$ cat src/rtl/id_ex_stage.sv
// ID/EX pipeline register with load-use bubble insertion, writeback capture
// bypass, EX operand forwarding muxes and a saturating bubble counter.
//
// Handshake: stall_if_id is the only upstream handshake. While it is high the
// PC and IF/ID register must hold, so the ID instruction is presented again on
// the next cycle. The EX register accepts the ID instruction on any edge where
// flush, stall_ext and the load-use hazard are all low; flush wins over
// stall_ext, which wins over the hazard.
module id_ex_stage (
  input  logic        clk,
  input  logic        rst_n,
  input  logic        id_valid,
  input  logic [4:0]  id_read_reg1,
  input  logic [4:0]  id_read_reg2,
  input  logic [4:0]  id_write_reg,
  input  logic        id_reg_write,
  input  logic        id_mem_read,
  input  logic        id_mem_write,
  input  logic        id_alu_src,
  input  logic [3:0]  id_alu_op,
  input  logic [63:0] id_rd1,
  input  logic [63:0] id_rd2,
  input  logic [63:0] id_imm,
  input  logic        wb_reg_write,
  input  logic [4:0]  wb_write_reg,
  input  logic [63:0] wb_data,
  input  logic [63:0] exMem_alu_result,
  input  logic        forwardA,
  input  logic        forwardB,
  input  logic        flush,
  input  logic        stall_ext,
  output logic        ex_valid,
  output logic        ex_reg_write,
  output logic        ex_mem_read,
  output logic        ex_mem_write,
  output logic [4:0]  ex_read_reg1,
  output logic [4:0]  ex_read_reg2,
  output logic [4:0]  ex_write_reg,
  output logic [3:0]  ex_alu_op,
  output logic [63:0] ex_opA,
  output logic [63:0] ex_opB,
  output logic [63:0] ex_store_data,
  output logic        stall_if_id,
  output logic [15:0] bubble_count,
  output logic        dbg_state
);

  typedef enum logic {ST_RUN = 1'b0, ST_BUBBLE = 1'b1} state_t;

  state_t      state_q;
  logic        ex_alu_src_q;
  logic [63:0] rd1_q;
  logic [63:0] rd2_q;
  logic [63:0] imm_q;
  logic [15:0] bubble_q;

  logic        hz;
  logic        cap_byp1;
  logic        cap_byp2;
  logic        wb_hit1;
  logic        wb_hit2;
  logic [63:0] fwd_b;

  // Hazard, capture-bypass and operand-forwarding decode; x0 never matches.
  always_comb begin
    hz = ex_valid && ex_mem_read && (ex_write_reg != 5'd0) && id_valid &&
         ((ex_write_reg == id_read_reg1) || (ex_write_reg == id_read_reg2));
    cap_byp1 = wb_reg_write && (wb_write_reg != 5'd0) && (wb_write_reg == id_read_reg1);
    cap_byp2 = wb_reg_write && (wb_write_reg != 5'd0) && (wb_write_reg == id_read_reg2);
    wb_hit1  = wb_reg_write && (wb_write_reg != 5'd0) && (wb_write_reg == ex_read_reg1);
    wb_hit2  = wb_reg_write && (wb_write_reg != 5'd0) && (wb_write_reg == ex_read_reg2);
    ex_opA   = forwardA ? exMem_alu_result : (wb_hit1 ? wb_data : rd1_q);
    fwd_b    = forwardB ? exMem_alu_result : (wb_hit2 ? wb_data : rd2_q);
    ex_store_data = fwd_b;
    ex_opB   = ex_alu_src_q ? imm_q : fwd_b;
    // A hazard can only be live in RUN: a bubble leaves ex_valid low.
    stall_if_id = !flush && (stall_ext || (hz && (state_q == ST_RUN)));
  end

  assign bubble_count = bubble_q;
  assign dbg_state    = state_q;

  // Pipeline register and RUN/BUBBLE sequencing, priority flush > stall_ext > hazard.
  always_ff @(posedge clk or negedge rst_n) begin
    if (!rst_n) begin
      state_q      <= ST_RUN;
      ex_valid     <= 1'b0;
      ex_reg_write <= 1'b0;
      ex_mem_read  <= 1'b0;
      ex_mem_write <= 1'b0;
      ex_alu_src_q <= 1'b0;
      ex_read_reg1 <= 5'd0;
      ex_read_reg2 <= 5'd0;
      ex_write_reg <= 5'd0;
      ex_alu_op    <= 4'd0;
      rd1_q        <= 64'd0;
      rd2_q        <= 64'd0;
      imm_q        <= 64'd0;
      bubble_q     <= 16'd0;
    end else if (flush) begin
      // Squash: bubble without counting it as a load-use bubble.
      state_q      <= ST_RUN;
      ex_valid     <= 1'b0;
      ex_reg_write <= 1'b0;
      ex_mem_read  <= 1'b0;
      ex_mem_write <= 1'b0;
    end else if (stall_ext) begin
      // Downstream hold: everything keeps its value.
      state_q      <= state_q;
    end else if (hz && (state_q == ST_RUN)) begin
      state_q      <= ST_BUBBLE;
      ex_valid     <= 1'b0;
      ex_reg_write <= 1'b0;
      ex_mem_read  <= 1'b0;
      ex_mem_write <= 1'b0;
      if (bubble_q != 16'hFFFF) begin
        bubble_q <= bubble_q + 16'd1;
      end
    end else begin
      state_q      <= ST_RUN;
      ex_valid     <= id_valid;
      ex_reg_write <= id_reg_write;
      ex_mem_read  <= id_mem_read;
      ex_mem_write <= id_mem_write;
      ex_alu_src_q <= id_alu_src;
      ex_read_reg1 <= id_read_reg1;
      ex_read_reg2 <= id_read_reg2;
      ex_write_reg <= id_write_reg;
      ex_alu_op    <= id_alu_op;
      rd1_q        <= cap_byp1 ? wb_data : id_rd1;
      rd2_q        <= cap_byp2 ? wb_data : id_rd2;
      imm_q        <= id_imm;
    end
  end

endmodule
$ cat config.mk
export PLATFORM = sky130hd
export DESIGN_NAME = id_ex_stage
export DESIGN_NICKNAME = d
export VERILOG_FILES = /design/src/rtl/id_ex_stage.sv
export SDC_FILE = /design/constraint.sdc
export NUM_CORES = 1
export LEC_CHECK = 0
export BUFFER_PORTS_ARGS = -buffer_cell sky130_fd_sc_hd__clkbuf_2
export CAP_MARGIN = 20
export CORE_AREA = 2 2 232 234
export CTS_CLUSTER_DIAMETER = 80
export CTS_CLUSTER_SIZE = 40
export DETAILED_ROUTE_END_ITERATION = 8
export DIE_AREA = 0 0 234 236
export PLACE_DENSITY = 0.59
export SLEW_MARGIN = 20
export SYNTH_ARGS = -nofsm -noshare
export SYNTH_HDL_FRONTEND = slang
export SYNTH_SLANG_ARGS = --single-unit
$ cat constraint.sdc
create_clock -name clk -period 4.2 [get_ports clk]
set_clock_uncertainty 0.2 [all_clocks]
set_input_delay 0.84 -clock clk [delete_from_list [all_inputs] [get_ports clk]]
set_output_delay 0.84 -clock clk [all_outputs]
set_load 0.05 [all_outputs]
## Word-level counts from Yosys, hierarchy flattened

Index checks and enable logic that the tools add are counted.

| word-level totals | value |
|---|---|
| input bits | 356 |
| register bits | 233 |
| word-level logic and storage cells | 67 |

| cells by class | value |
|---|---|
| add/subtract/negate cells | 1 |
| bitwise logic cells | 4 |
| eq/ne operators | 8 |
| muxes and demuxes | 22 |
| reduce and logical (&&, ||, !) cells | 18 |

Operator list:

| kind | number |
|---|---|
| two-way mux 64 bit | 7 |
| equality test 5 bit | 6 |
| adder 16 x 1 -> 16 bit, second input constant | 1 |
| != test 16 bit, second input constant | 1 |
| two-way mux 1 bit | 15 |
| logical AND 1 bit | 11 |
| nonzero test 5 bit | 2 |
| inverter 1 bit | 4 |
| AND reduction 4 bit | 1 |
| AND reduction 3 bit | 1 |
| logical OR 1 bit | 2 |
| != test 2 bit, second input constant | 1 |
| logical NOT 1 bit | 1 |

## Logic depth before layout (Yosys ltp)

| depth | value |
|---|---|
| word-level depth | 8 |
| mapped depth | 9 |
| mapped depth without buffers | 6 |

## Worst setup path after synthesis

OpenSTA, ideal clock, no wires.

| path | value |
|---|---|
| path kind | input to output |
| start point | in wb_write_reg[1] |
| end point | out ex_opA[10] |
| stages on the path | 8 |
| data arrival time | 3.413 ns |
| slack | -0.253 ns |
| data required time | 3.160 ns |
| buffers on the path | 3 |
| cell sequence | buf_2 > or4_4 > o21ai_0 > nor4_1 > buf_2 > buf_2 > mux2i_1 > o21ai_0 |

| on the way | value |
|---|---|
| longest elaborated chain between the ends | 5 |
| elaborated cells on any way between the ends | 6 |
| classes of those cells | 1 x eq/ne; 2 x mux; 3 x reduce/logical |

Ends and longest elaborated chain:

| what | RTL line | RTL |
|---|---|---|
| from (decl) | 25 | `input logic [4:0] wb_write_reg,` |
| nonzero test 5 bit | 70 | `wb_hit1 = wb_reg_write && (wb_write_reg != 5'd0) && (wb_write_reg == ex_read_reg1);` |
| logical AND 1 bit | 70 |  |
| logical AND 1 bit (*) | 70 |  |
| two-way mux 64 bit (*) (2 in a row) | 72 | `ex_opA = forwardA ? exMem_alu_result : (wb_hit1 ? wb_data : rd1_q);` |
| to (decl) | 40 | `output logic [63:0] ex_opA,` |

Every way passes the cells marked *; elsewhere a longest branch is shown, timed or not.

## Worst setup path in the final report

| path | value |
|---|---|
| start point | in wb_write_reg[1] |
| end point | out ex_store_data[62] |

| on the way | value |
|---|---|
| longest elaborated chain between the ends | 5 |
| elaborated cells on any way between the ends | 6 |
| classes of those cells | 1 x eq/ne; 2 x mux; 3 x reduce/logical |

Ends and longest elaborated chain:

| what | RTL line | RTL |
|---|---|---|
| nonzero test 5 bit | 71 | `wb_hit2 = wb_reg_write && (wb_write_reg != 5'd0) && (wb_write_reg == ex_read_reg2);` |
| logical AND 1 bit | 71 |  |
| logical AND 1 bit (*) | 71 |  |
| two-way mux 64 bit (*) (2 in a row) | 73 | `fwd_b = forwardB ? exMem_alu_result : (wb_hit2 ? wb_data : rd2_q);` |
| to (decl) | 42 | `output logic [63:0] ex_store_data,` |

Marks and branches as above.

==> metrics.md <==
| Metric | Value |
|---|---|
| Status | complete, no violations |
| Share of cells above drive strength 1 | 0.3863 |
| FF+latch count, synth | 233 |
| Met2 Resource Use GR | 0.3523 |
| Cells after Synth | 1622 |
| Pre-CTS setup slack | -0.02909 ns |
| Required time worst endpoint | 3.16 ns |
| Kind of cell adding the most delay to the critical path | simple AND/OR/NAND/NOR gates |
| Finish-stage setup viols | 0 |
| Worst skew pair latency | 0.53 ns |
| Synth unique cells | 43 |
| Power Total | 7.854 mW |
| Slew Viols, Final | 0 |
| Unrepaired setup endpoints after global routing | no |
| Global route overflow | 0 |
| Pwr dens | 404.2 nW/um^2 |
| Die width | about 230 um |
| Clock-pin slew on the worst setup and hold paths | 0.08 ns |
| Sequential share of the synthesized area | 0.3994 |
| Hold Slack | 0.1326 ns |
| Critical Path Max Stage Delay | about 0.56 ns |
| Synth async-reset ratio | 1.000 |
| Syn Nets | 1979 |
| Worst-path cell chain | clkbuf_2, or4_4, o21ai_1, nor4_4, buf_12, mux2i_1, a21oi_1, clkbuf_2 |
| Max Fclk | roughly 0.24 GHz |
| Vias per cell | 5.164 |
| Crit Path Category | in -> out |
| Net count, final | 2489 |
| Met1 Use GR | 0.2524 |
| Crit end category | output pin |
| Hold Crit Class | in -> async |
| First-pass GRT wire length | between 80000 and 90000 um |
| IO Port Bufs | about 590 |
| Part of the cycle the worst path needs | 0.9821 |
| PnR worst setup slack | 0.07523 ns |
| Least-Margin Pin Slew | 0.8458 ns |
| DRT Wirelength | slightly below 60000 um |
| WL per Instance | 20.57 um |
| Antenna-violating nets left | 0 |
| Root buffer cell | clkbuf_16 |
| Vias in the first global route | 14823 |
| DRT Pass-1 Iters | 7 |
| GRT busiest layer | met2 |
| Cell area after synthesis | 14600 sq um |
| Max_slew headroom | 0.4361 |
| CP most frequent cell | clkbuf_2 |
| Buf/Inv on CP | 3 |
| GPL Wtd Cong | 0.9656 |
| Final Hold Viols | 0 |
| Site Rows | 85 |
| Depth of the CTS H-tree | 1 |
| Crit path launch type | input port |
| Core Box Area | 53070 sq um |
| 1st-iter DRT viols | slightly below 900 |
| IR drop worst, VDD | 0.2915 mV |
| Crit-path max FO | 31 |
| Max-Cap Viols | 0 |
| # IOs | 589 |
| Post-route minimum period | 4.125 ns |
| Initial Util | 0.2751 |
| Largest regs | imm_q x64, rd1_q x64, rd2_q x64 |
| Primary FF master, synth | dfrtp_1 |
| Num CTS Buffers | 21 |
| P&R area growth vs syn | 33.11% |
| Clk sinks | 233 |
| TritonCTS clock tree | done |
| Largest net degree at the start of global routing | 102 |
| HPWL Detailed | 42890 um |
| Leak | 9.217 nW |
| Routed via count | 14691 |
| Overall Global Routing Usage | 0.2023 |
| Drt drc | 0 |
| EDFF count, synth | 0 |
| Die area | 55220 sq um |
| Crit path max-delay cell type | or4_4 |
| Met3 Usage GRT | 0.03095 |
| Maximum clock path buffer count | 3 |
| Antenna violations before repair | 3 |
| Yosys warnings | 0 |
| Chip Height | 236 um |
| Mean Syn Cell Area | 9.001 sq um |
| WP data arrival | between 3 and 4 ns |
synthesized netlist by cell type, drive strengths merged (2+ instances only):
master  instances  share of area
o21ai          67          0.023
nor4            5         0.0021
nand2         173          0.044
nor2          136          0.035
a21oi         295           0.10
o211a           2         0.0014
clkbuf         74          0.019
mux2          141           0.11
buf            66          0.036
dfrtp         233           0.40
nand4           9         0.0053
and3            7         0.0030
mux2i         128          0.088
a32o            2         0.0014
o22ai           2        0.00086
and4            4         0.0026
or4             2         0.0013
nor3            3         0.0010
xor2            8         0.0048
a32oi         100          0.060
inv           103          0.026
xnor2          37          0.022
nand3          16         0.0055
power breakdown:
group | switching, mW | internal, mW
registers | 0.212 | 2.53
clock network | 1.03 | 0.972
logic | 2.10 | 1.00
cells in the final DEF (no fill, tap or decap), types with 21 or more instances in the layout:
cell type	count
a21oi_1	284
a32oi_1	100
buf_12	52
buf_4	25
clkbuf_16	21
clkbuf_2	549
dfrtp_1	232
inv_1	102
mux2_2	141
mux2i_1	128
nand2_1	172
nor2_1	135
o21ai_1	66
xnor2_1	37
cells by family after synthesis:
kind of cell / share of synthesized area
simple gates: 0.1020
compound gates: 0.1932
buf+inv: 0.08108
mux: 0.1965
flops: 0.3994
fa+ha+maj: 0.0008569
xor+xnor: 0.02700
layer usage:
metal	share of wire	up-vias
li1	-	6755
met1	0.41	7204
met2	0.50	619
met3	0.060	111
met4	0.034	2
met5	0.00022	-
worst register-to-register path, stage by stage (launching register included):
cell     delay [ns]
dfrtp_1        0.45
or4_1          0.59
o21a_1         0.37
a21oi_4        0.29
buf_12         0.29
mux2_2         0.53
path summary, 6_finish.rpt:
| check | start | endpoint | slack, ns | cells past startpoint |
|---|---|---|---|---|
| max in group asynchronous | rst_n | rd1_q[24] | 2.79 | 2 |
| worst max register to register | ex_write_reg[1] | rd2_q[38] | 1.35 | 5 |
| worst max-delay path | wb_write_reg[1] | ex_store_data[62] | 0.08 | 8 |
| worst min-delay path | rst_n | imm_q[44] | 0.13 | 1 |
| min in group clk | bubble_count[10] | bubble_count[10] | 0.30 | 1 |
| worst min register to register | bubble_count[10] | bubble_count[10] | 0.30 | 1 |
cell type report:
cell class / count / area, sq um
Fill cell: 5399 / 33640
Antenna cell: 3 / 7.507
Clock buffer: 22 / 529.3
Clock inverter: 15 / 157.7
Timing Repair Buffer: 627 / 3991
Multi-Input combinational cell: 1146 / 7652
Sequential cell: 233 / 5834
Inverter: 103 / 389.1
Tap cell: 696 / 870.8
repair_timing:
| action | CTS | global route |
|---|---|---|
| resized for setup | 2 | 0 |
| setup endpoints to repair | 3 | 0 |
| setup buffers | 0 | 0 |
| hold buffers | 0 | 0 |
metrics by stage:
| step | instances | util | area [sq um] | setup TNS [ns] |
|---|---|---|---|---|
| final | 2845 | 0.3662 | 19430 | 0 |
| after global routing | 2844 | 0.3661 | 19430 | 0 |
| after CTS | 2842 | 0.3660 | 19420 | 0 |
| after detailed placement | 2805 | 0.3529 | 18730 | -0.07082 |
| after global placement | 2805 | 0.3529 | 18730 | 0 |
| after floorplan | 1622 | - | 14600 | 0 |
(Power assumes the default switching activity.)
